`src/rtl/uart_host_init.sv`:
```
// UART host bridge: sends a preamble, address and optional write data as UART frames,
// then collects a 4-byte read response with parity, framing and timeout checking.
module uart_host_init #(
  parameter logic [7:0] PRE_RD = 8'h4D,
  parameter logic [7:0] PRE_WR = 8'h34
) (
  input  logic        hclk,
  input  logic        hresetn,
  input  logic        cmd_valid,
  output logic        cmd_ready,
  input  logic        cmd_write,
  input  logic [31:0] cmd_addr,
  input  logic [31:0] cmd_wdata,
  input  logic [31:0] baud_div,
  input  logic        par_en,
  input  logic        par_even,
  input  logic [31:0] rsp_timeout,
  output logic        rsp_valid,
  output logic [31:0] rsp_rdata,
  output logic        rsp_err,
  output logic        TX,
  input  logic        RX
);
  localparam int unsigned DW = 32;
  localparam int unsigned BIW = 4;

  typedef enum logic [2:0] {IDLE, TX_PRE, TX_ADDR, TX_WDATA, RX_RDATA, RSP} state_t;

  state_t          state, state_nxt;
  logic [DW-1:0]   cnt, cnt_nxt;
  logic [BIW-1:0]  bit_idx, bit_nxt;
  logic [1:0]      byte_cnt, byte_nxt;
  logic            lat_write, lat_par_en, lat_par_even;
  logic [DW-1:0]   lat_addr, lat_wdata, lat_div, lat_tmo;
  logic            rx_s1, rx_s2;
  logic            rx_busy, rx_busy_nxt;
  logic [DW-1:0]   rx_cnt, rx_cnt_nxt;
  logic [BIW-1:0]  rx_bit, rx_bit_nxt;
  logic [7:0]      rx_shift, rx_shift_nxt;
  logic [1:0]      rx_bytes, rx_bytes_nxt;
  logic [DW-1:0]   rx_data, rx_data_nxt;
  logic [DW-1:0]   tmo_cnt, tmo_nxt;
  logic            rx_done_c, rx_err_c, armed_c, accept_c, tx_nxt;
  logic [BIW-1:0]  last_bit_c;
  logic [7:0]      tx_byte_c;

  function automatic logic tx_bit_f(input logic [7:0] b, input logic [BIW-1:0] idx,
                                    input logic pen, input logic peven);
    if (idx == 4'd0)                   return 1'b0;
    else if (idx <= 4'd8)              return b[3'(idx - 4'd1)];
    else if (idx == 4'd9 && pen)       return (^b) ^ ~peven;
    else                               return 1'b1;
  endfunction

  assign accept_c   = (state == IDLE) && cmd_valid;
  assign last_bit_c = lat_par_en ? 4'd10 : 4'd9;
  // Receiver listens from the first cycle of the last address stop bit on reads.
  assign armed_c    = (state == RX_RDATA) ||
                      (state == TX_ADDR && !lat_write && byte_cnt == 2'd3 && bit_idx == last_bit_c);

  always_comb begin
    state_nxt    = state;
    cnt_nxt      = cnt;
    bit_nxt      = bit_idx;
    byte_nxt     = byte_cnt;
    rx_busy_nxt  = rx_busy;
    rx_cnt_nxt   = rx_cnt;
    rx_bit_nxt   = rx_bit;
    rx_shift_nxt = rx_shift;
    rx_bytes_nxt = rx_bytes;
    rx_data_nxt  = rx_data;
    tmo_nxt      = tmo_cnt;
    rx_done_c    = 1'b0;
    rx_err_c     = 1'b0;
    tx_byte_c    = '0;
    tx_nxt       = 1'b1;

    // Receiver: start detect with glitch re-check, mid-bit sampling, timeout while idle.
    if (!armed_c) begin
      rx_busy_nxt = 1'b0;
      tmo_nxt     = '0;
    end else if (!rx_busy) begin
      if (!rx_s2) begin
        rx_busy_nxt = 1'b1;
        rx_cnt_nxt  = lat_div >> 1;
        rx_bit_nxt  = '0;
        tmo_nxt     = '0;
      end else if (lat_tmo != '0 && DW'(tmo_cnt + 32'd1) == lat_tmo) begin
        rx_err_c = 1'b1;
      end else begin
        tmo_nxt = DW'(tmo_cnt + 32'd1);
      end
    end else if (rx_cnt != '0) begin
      rx_cnt_nxt = DW'(rx_cnt - 32'd1);
    end else begin
      rx_cnt_nxt = lat_div;
      if (rx_bit == 4'd0) begin
        if (rx_s2) rx_busy_nxt = 1'b0;
        else       rx_bit_nxt  = 4'd1;
      end else if (rx_bit <= 4'd8) begin
        rx_shift_nxt = {rx_s2, rx_shift[7:1]};
        rx_bit_nxt   = BIW'(rx_bit + 4'd1);
      end else if (rx_bit == 4'd9 && lat_par_en) begin
        if (((^rx_shift) ^ rx_s2) != ~lat_par_even) rx_err_c = 1'b1;
        else rx_bit_nxt = 4'd10;
      end else if (!rx_s2) begin
        rx_err_c = 1'b1;
      end else begin
        rx_data_nxt[{rx_bytes, 3'b000} +: 8] = rx_shift;
        rx_busy_nxt  = 1'b0;
        tmo_nxt      = '0;
        rx_bytes_nxt = 2'(rx_bytes + 2'd1);
        if (rx_bytes == 2'd3) rx_done_c = 1'b1;
      end
    end

    case (state)
      IDLE: begin
        if (cmd_valid) begin
          state_nxt    = TX_PRE;
          cnt_nxt      = '0;
          bit_nxt      = '0;
          byte_nxt     = '0;
          rx_bytes_nxt = '0;
          rx_data_nxt  = '0;
        end
      end
      TX_PRE, TX_ADDR, TX_WDATA: begin
        if (cnt == lat_div) begin
          cnt_nxt = '0;
          if (bit_idx == last_bit_c) begin
            bit_nxt  = '0;
            byte_nxt = 2'(byte_cnt + 2'd1);
            if (state == TX_PRE) begin
              state_nxt = TX_ADDR;
              byte_nxt  = '0;
            end else if (byte_cnt == 2'd3) begin
              if (state == TX_WDATA) state_nxt = RSP;
              else if (lat_write)    state_nxt = TX_WDATA;
              else                   state_nxt = RX_RDATA;
            end
          end else begin
            bit_nxt = BIW'(bit_idx + 4'd1);
          end
        end else begin
          cnt_nxt = DW'(cnt + 32'd1);
        end
        if (rx_done_c || rx_err_c) state_nxt = RSP;
      end
      RX_RDATA: if (rx_done_c || rx_err_c) state_nxt = RSP;
      RSP:      state_nxt = IDLE;
      default:  state_nxt = IDLE;
    endcase

    case (state_nxt)
      TX_PRE:   tx_byte_c = lat_write ? PRE_WR : PRE_RD;
      TX_ADDR:  tx_byte_c = lat_addr[{byte_nxt, 3'b000} +: 8];
      TX_WDATA: tx_byte_c = lat_wdata[{byte_nxt, 3'b000} +: 8];
      default:  tx_byte_c = '0;
    endcase
    if (state_nxt == TX_PRE || state_nxt == TX_ADDR || state_nxt == TX_WDATA)
      tx_nxt = tx_bit_f(tx_byte_c, bit_nxt, lat_par_en, lat_par_even);
  end

  always_ff @(posedge hclk or negedge hresetn) begin
    if (!hresetn) begin
      state        <= IDLE;
      cnt          <= '0;
      bit_idx      <= '0;
      byte_cnt     <= '0;
      lat_write    <= 1'b0;
      lat_par_en   <= 1'b0;
      lat_par_even <= 1'b0;
      lat_addr     <= '0;
      lat_wdata    <= '0;
      lat_div      <= '0;
      lat_tmo      <= '0;
      rx_s1        <= 1'b1;
      rx_s2        <= 1'b1;
      rx_busy      <= 1'b0;
      rx_cnt       <= '0;
      rx_bit       <= '0;
      rx_shift     <= '0;
      rx_bytes     <= '0;
      rx_data      <= '0;
      tmo_cnt      <= '0;
      TX           <= 1'b1;
      cmd_ready    <= 1'b1;
      rsp_valid    <= 1'b0;
      rsp_err      <= 1'b0;
      rsp_rdata    <= '0;
    end else begin
      state     <= state_nxt;
      cnt       <= cnt_nxt;
      bit_idx   <= bit_nxt;
      byte_cnt  <= byte_nxt;
      if (accept_c) begin
        lat_write    <= cmd_write;
        lat_par_en   <= par_en;
        lat_par_even <= par_even;
        lat_addr     <= cmd_addr;
        lat_wdata    <= cmd_wdata;
        lat_div      <= (baud_div == '0) ? 32'd1 : baud_div;
        lat_tmo      <= rsp_timeout;
      end
      rx_s1     <= RX;
      rx_s2     <= rx_s1;
      rx_busy   <= rx_busy_nxt;
      rx_cnt    <= rx_cnt_nxt;
      rx_bit    <= rx_bit_nxt;
      rx_shift  <= rx_shift_nxt;
      rx_bytes  <= rx_bytes_nxt;
      rx_data   <= rx_data_nxt;
      tmo_cnt   <= tmo_nxt;
      TX        <= tx_nxt;
      cmd_ready <= (state_nxt == IDLE);
      rsp_valid <= (state_nxt == RSP);
      rsp_err   <= (state_nxt == RSP) && rx_err_c;
      rsp_rdata <= (state_nxt == RSP) ? rx_data_nxt : '0;
    end
  end

endmodule

```
`config.mk`:
```
export PLATFORM = sky130hd
export DESIGN_NAME = uart_host_init
export DESIGN_NICKNAME = d
export VERILOG_FILES = /design/src/rtl/uart_host_init.sv
export SDC_FILE = /design/constraint.sdc
export NUM_CORES = 1
export LEC_CHECK = 0
export BUFFER_PORTS_ARGS = -buffer_cell sky130_fd_sc_hd__buf_2
export CAP_MARGIN = 20
export CORE_AREA = 2 2 171 173
export CTS_BUF_LIST = sky130_fd_sc_hd__clkbuf_4 sky130_fd_sc_hd__clkbuf_8
export DETAILED_ROUTE_END_ITERATION = 10
export DIE_AREA = 0 0 173 175
export PLACE_DENSITY = 0.79
export SYNTH_ARGS = -nofsm -noshare
export SYNTH_HDL_FRONTEND = slang
export SYNTH_SLANG_ARGS = --single-unit
```
`constraint.sdc`:
```
create_clock -name hclk -period 6.54 [get_ports hclk]
set_input_delay 0.654 -clock hclk [delete_from_list [all_inputs] [get_ports hclk]]
set_output_delay 0.654 -clock hclk [all_outputs]
set_load 0.03 [all_outputs]
```
==> run metrics, run 1 <==
status completed; cts hold-fix bufs 0; clk_lat worst skew between 500 and 600 ps; Top-Level Pins between 150 and 200; H-tree depth 2; die area a little over 30000 um2; cell row count between 60 and 70; Area contributors post-synth dfrtp_1 46%, mux2_2 8.8%, o21ai_0 5.2%; worst-path fanout max 27; crit path to TX; Crit. Startpoint tmo_cnt[0]; cts bufs inserted 54; worst slew pin tran 1020 ps; Post-CTS Setup Bufs 0; Layout Nets 2114; clk_skew 23.5 ps; initial antenna violation count 0; ant diodes 0; DRC violations left 0; sequential element share of the synthesized area 46.3%; die height 175 um; critical register-to-register path startpoint tmo_cnt[0]; number of global-route vias before repair 14300; Leak 8.66 nW; syn nets 1969; Reg2Reg Setup Slack around 900 ps; Tcrit/Tclk final 86.3%; CP required 7050 ps; ys async rst share 100%; Hold Slack 69.2 ps; chip width 173 um; proportion of layout cells with a drive suffix above 1 a little under a quarter; Syn Area/Cell 9.55 um2; TritonRoute pass-1 iters 5; global-route wire length before repair 73.6 mm; CTS tree built; DP Area 18400 um2; Worst setup EP type flop; Pins Over Slew Limit 0; CP Data Arrival Time just over 6000 ps; Setup-failing EPs final 0; routed len/inst around 19 um; top-count cell post-synth dfrtp_1; Fin Setup TNS 0 ps; Yosys warning total 0; Post-Syn Area 17400 um2; Max Freq 177 MHz; total grt overflow 0; fin crit period 5640 ps; top_reg_cell synth dfrtp_1; Syn Inst Count 1819; number of synthesized flops with an enable pin 0; FF+latch count, synth 321; crit start category flop; Finished Cell Area 19600 um2; clock slew at reported path FFs around 60 ps; Layout area overhead 13.0%; R2R cell count 15; clk sink count 321; total track usage 29.6%; First DRT Iteration DRCs 1397; starting density of the core 61.2%; top cell type's share of synthesized area a little under half; gpl congestion 0.986; DPL Wire Length 31.3 mm; Max Cap Violations 0; Hold/Removal Path Class primary input to async pin; Final Hold Fails 0; PD cells 252 nW/um2; Slew Limit Headroom between 30% and 40%; Vias/cell between 6 and 7; worst vdd rail ir drop 0.209 mV; via count 14800; worst-case clock buffer depth 3; number of gates resized after CTS 0; Setup CP Type flop to flop; WL final 45.0 mm; CTS root buf clkbuf_8; core area about 28000 um2; Synth area leader dfrtp_1; antenna viol nets, final 0; largest net degree at the start of global routing 185; top cells by count, synth 317 x dfrtp_1, 201 x nand2_1, 180 x o21ai_0, 136 x mux2_2, 116 x nor2_1; PortBufs 170; Synth cell types 91; RSZ-0062 raised after global routing false; reg2reg end TX
area by class of cell:
class	instances	area, um2
Multi-Input combinational cell	1370	8770
Fill cell	2271	8760
Tap cell	384	480
Inverter	32	120
Clock buffer	81	1010
Timing Repair Buffer	185	1000
Sequential cell	321	8040
Clock inverter	15	204
worst min-delay path by stage:
stage | start | to | cells past startpoint
5_1_grt | hresetn | lat_tmo[21] | 1
3_3_place_gp | rx_s1 | rx_s2 | 0
6_report | hresetn | lat_tmo[21] | 1
4_1_cts | hresetn | lat_tmo[21] | 1
3_5_place_dp | rx_s1 | rx_s2 | 0
2_1_floorplan | rx_s1 | rx_s2 | 0
critical path, cell delays in order, from the launching register on:
cell	delay [ps]
dfrtp_1	490
ha_1	310
nand3_1	330
nor4_2	510
nand3_1	200
xor2_1	180
a2111o_1	410
or4_1	580
or4_1	740
nand3_1	430
and2_2	510
a31o_2	210
a311oi_1	50
o32ai_1	300
o221ai_1	160
o21ai_1	150
sequential cells by signal, indices dropped and copies added, names as in the netlist, 4 cells and up:
signal and cells:
rx_cnt 32, rx_shift 8, rx_bit 4, tmo_cnt 32
lat_wdata 32, lat_addr 32, cnt 32, rsp_rdata 32
lat_div 32, bit_idx 4, lat_tmo 32, rx_data 32
per-layer routing:
layer | share of wire [%] | track usage, % | vias up
met3 | 6.8 | 4.77 | 107
li1 | - | - | 6927
met2 | 47 | 48.1 | 579
met1 | 43 | 40.7 | 7141
met4 | 3.0 | 10.3 | 0
met5 | 0 | 0 | -
cells by family after synthesis:
family          after synthesis  synth area share [%]
compound gates              429                  14.7
xor+xnor                     87                  4.46
fa+ha+maj                    16                  1.14
buf+inv                     128                  3.31
flops                       321                  46.3
mux                         165                  10.5
simple gates                673                  19.6
cells in the final DEF, fill, tap and decap left out, types with 50 or more instances in the layout:
master / instances
mux2_2: 136
nand3_1: 80
xnor2_1: 64
buf_2: 169
a21oi_1: 111
nor2_1: 116
nand2_1: 201
o21ai_0: 178
and3_1: 51
clkbuf_8: 64
nor3_1: 50
dfrtp_1: 317
report_power, final:
| part | internal (mW) | switching, mW |
|---|---|---|
| combinational | 0.306 | 0.319 |
| clock | 1.18 | 0.811 |
| sequential | 2.15 | 0.179 |
| total | 3.63 | 1.31 |
metrics by stage:
step	setup WS, ps	instances	total power, mW	utilization (%)
final	898	2388	4.94	69.1
after global placement	1160	2291	2.95	64.8
after detailed placement	908	2292	2.98	64.9
after global routing	588	2388	5.15	69.1
after CTS	914	2388	4.98	69.1
after floorplan	1860	1819	2.73	-
Note: power is estimated with default switching activity, not from simulation.
==> inputs of run 2 (changes only) <==
--- a/config.mk
+++ b/config.mk
@@ -9,9 +9,11 @@
 export CAP_MARGIN = 20
 export CORE_AREA = 2 2 171 173
 export CTS_BUF_LIST = sky130_fd_sc_hd__clkbuf_4 sky130_fd_sc_hd__clkbuf_8
+export CTS_CLUSTER_DIAMETER = 60
 export DETAILED_ROUTE_END_ITERATION = 10
 export DIE_AREA = 0 0 173 175
 export PLACE_DENSITY = 0.79
+export SKIP_LAST_GASP = 1
 export SYNTH_ARGS = -nofsm -noshare
 export SYNTH_HDL_FRONTEND = slang
 export SYNTH_SLANG_ARGS = --single-unit
==> constraint.sdc (replaced) <==
create_clock -name hclk -period 6.54 [get_ports hclk]
set_input_delay 1.308 -clock hclk [delete_from_list [all_inputs] [get_ports hclk]]
set_output_delay 1.308 -clock hclk [all_outputs]
set_load 0.03 [all_outputs]
==> run metrics, run 2 (synthesis results as in run 1) <==
cell row count 62 (unchanged); crit-path most repeated cell nand3_1; commonest non-fill, non-tap cells in the layout 317 x dfrtp_1, 201 x nand2_1, 178 x o21ai_0; clock slew at reported path FFs 60 ps (about the same); die area 30300 um2 (unchanged); ant diodes 0 (unchanged); clk sink count 321 (unchanged); DRC violations left 0 (unchanged); worst vdd rail ir drop 0.230 mV (+10%); status completed; CTS root buf clkbuf_8; core area 28400 um2 (unchanged); WL final 45.7 mm (+1.6%); Fin Setup TNS 0 ps (unchanged); Top-Level Pins 171 (unchanged); Post-CTS Setup Bufs 0 (unchanged); number of global-route vias before repair 14600 (+1.9%); starting density of the core 61.2% (unchanged); Slew Limit Headroom 23.8% (-7.9 points); RSZ-0062 raised after global routing false; Tcrit/Tclk final 85.7% (-0.57 points); CP required 7050 ps (about the same); CP Data Arrival Time 6120 ps (-30 ps); storage element area 8040 um2 (unchanged); antenna viol nets, final 0 (unchanged); Hold Slack 356 ps (+286 ps); Leak 8.65 nW (about the same); worst-path fanout max 27 (unchanged); clk_skew 29.8 ps (+6.29 ps); total grt overflow 0 (unchanged); Vias/cell 6.23 (+0.91%); PortBufs 170 (unchanged); routed len/inst 19.1 um (+1.3%); worst-case clock buffer depth 3 (unchanged); First DRT Iteration DRCs 1194 (-15%); PD cells 246 nW/um2 (-2.2%); TritonRoute pass-1 iters 6 (+1); Setup CP Type flop to flop; worst slew pin tran 1140 ps (+124 ps); Max stage delay cell, worst path or4_1; largest net degree at the start of global routing 185 (unchanged); via count 14900 (+1.2%); worst path cell trace ha_1, nand3_1, nor4_2, nand3_1, xor2_1, a2111o_1, or4_1, or4_1, nand3_1, and2_2, a31o_2, a311oi_1, o32ai_1, o221ai_1, o21ai_1; CTS tree built; Layout area overhead 12.7%; Layout fillers 2272 (+0.044%); chip width 173 um (unchanged); H-tree depth 2 (unchanged); total track usage 30.0% (+0.44 points); Max Cap Violations 0 (unchanged); most common cell after layout, fill and taps aside dfrtp_1; DPL Wire Length 31.6 mm (+1.2%); cts bufs inserted 55 (+1.9%); Worst setup EP type flop; area of the multi-input gates 8770 um2 (unchanged); Setup-failing EPs final 0 (unchanged); cts hold-fix bufs 0 (unchanged); Final Hold Fails 0 (unchanged); max incr delay on CP 740 ps (about the same); global-route wire length before repair 74.6 mm (+1.4%); Pins Over Slew Limit 0 (unchanged); Layout Nets 2118 (+0.19%); gpl congestion 0.949 (-3.8%); proportion of layout cells with a drive suffix above 1 23.3% (+0.31 points); die height 175 um (unchanged); initial antenna violation count 0 (unchanged); crit start category flop; Max Freq 178 MHz (+0.66%); clk_lat worst skew 600 ps (+20 ps); Hold/Removal Path Class flop to flop; fin crit period 5600 ps (-37.2 ps); number of gates resized after CTS 0 (unchanged)
## run 2: changes by cell type in the layout (fill, tap and decap cells not counted), sizes merged
cell    change
bufinv      -5
clkinv      +4
clkbuf      +7
buf         +3
inv         -1
## run 2: final cells by class
type	instances	area share [%]
clock buffers	88	5.52
multi-input cells	1370	44.8
repair buffers	188	5.15
inverters	32	0.614
clock inverters	13	0.390
flip-flops and latches	321	41.1
well taps	384	2.45
## run 2: routing by layer
layer / part of all wire (%) / vias up / global-route usage, %
li1: - / 6943 / -
met1: 42 / 7203 / 40.3
met2: 47 / 664 / 49.0
met3: 7.6 / 128 / 5.46
met4: 3.3 / 0 / 11.3
met5: 0 / - / 0
## run 2: stage by stage
| stage | std cells | area, um2 | utilization (%) | total power [mW] | worst slack, ps |
|---|---|---|---|---|---|
| 6_report | 2396 | 19600 | 69.0 | 4.82 | 935 |
| 5_1_grt | 2396 | 19600 | 69.0 | 5.03 | 527 |
| 2_1_floorplan | 1819 | 17400 | - | 2.73 | 1860 |
| 3_3_place_gp | 2295 | 18400 | 64.9 | 2.95 | 1150 |
| 3_5_place_dp | 2295 | 18400 | 64.9 | 2.98 | 1040 |
| 4_1_cts | 2396 | 19600 | 69.0 | 4.85 | 1010 |
## run 2: critical path, delay by kind of cell, from the launching register on
family	cells	cell delay (ps)
and+or+nand+nor	7	3300
DFF	1	470
xor gates and xnor gates	1	180
adders and majority gates	1	290
AOI/OAI and AO/OA	6	1280
## run 2: power breakdown
group / internal, mW / switching, mW / total, mW / leakage, nW
Clock: 1.05 / 0.814 / 1.86 / 0.632
Combinational: 0.304 / 0.322 / 0.627 / 3.85
Sequential: 2.15 / 0.185 / 2.33 / 4.17
## run 2: worst paths after layout
| kind | end | cells after the start | startpoint | slack (ps) |
|---|---|---|---|---|
| setup / recovery | TX | 15 | tmo_cnt[0] | 940 |
| hold / removal | rx_s2 | 0 | rx_s1 | 360 |
| setup reg to reg | TX | 15 | tmo_cnt[0] | 940 |
| hold reg to reg | rx_s2 | 0 | rx_s1 | 360 |
| max in group asynchronous | lat_div[14] | 2 | hresetn | 4470 |
| min in group asynchronous | rx_cnt[20] | 1 | hresetn | 730 |
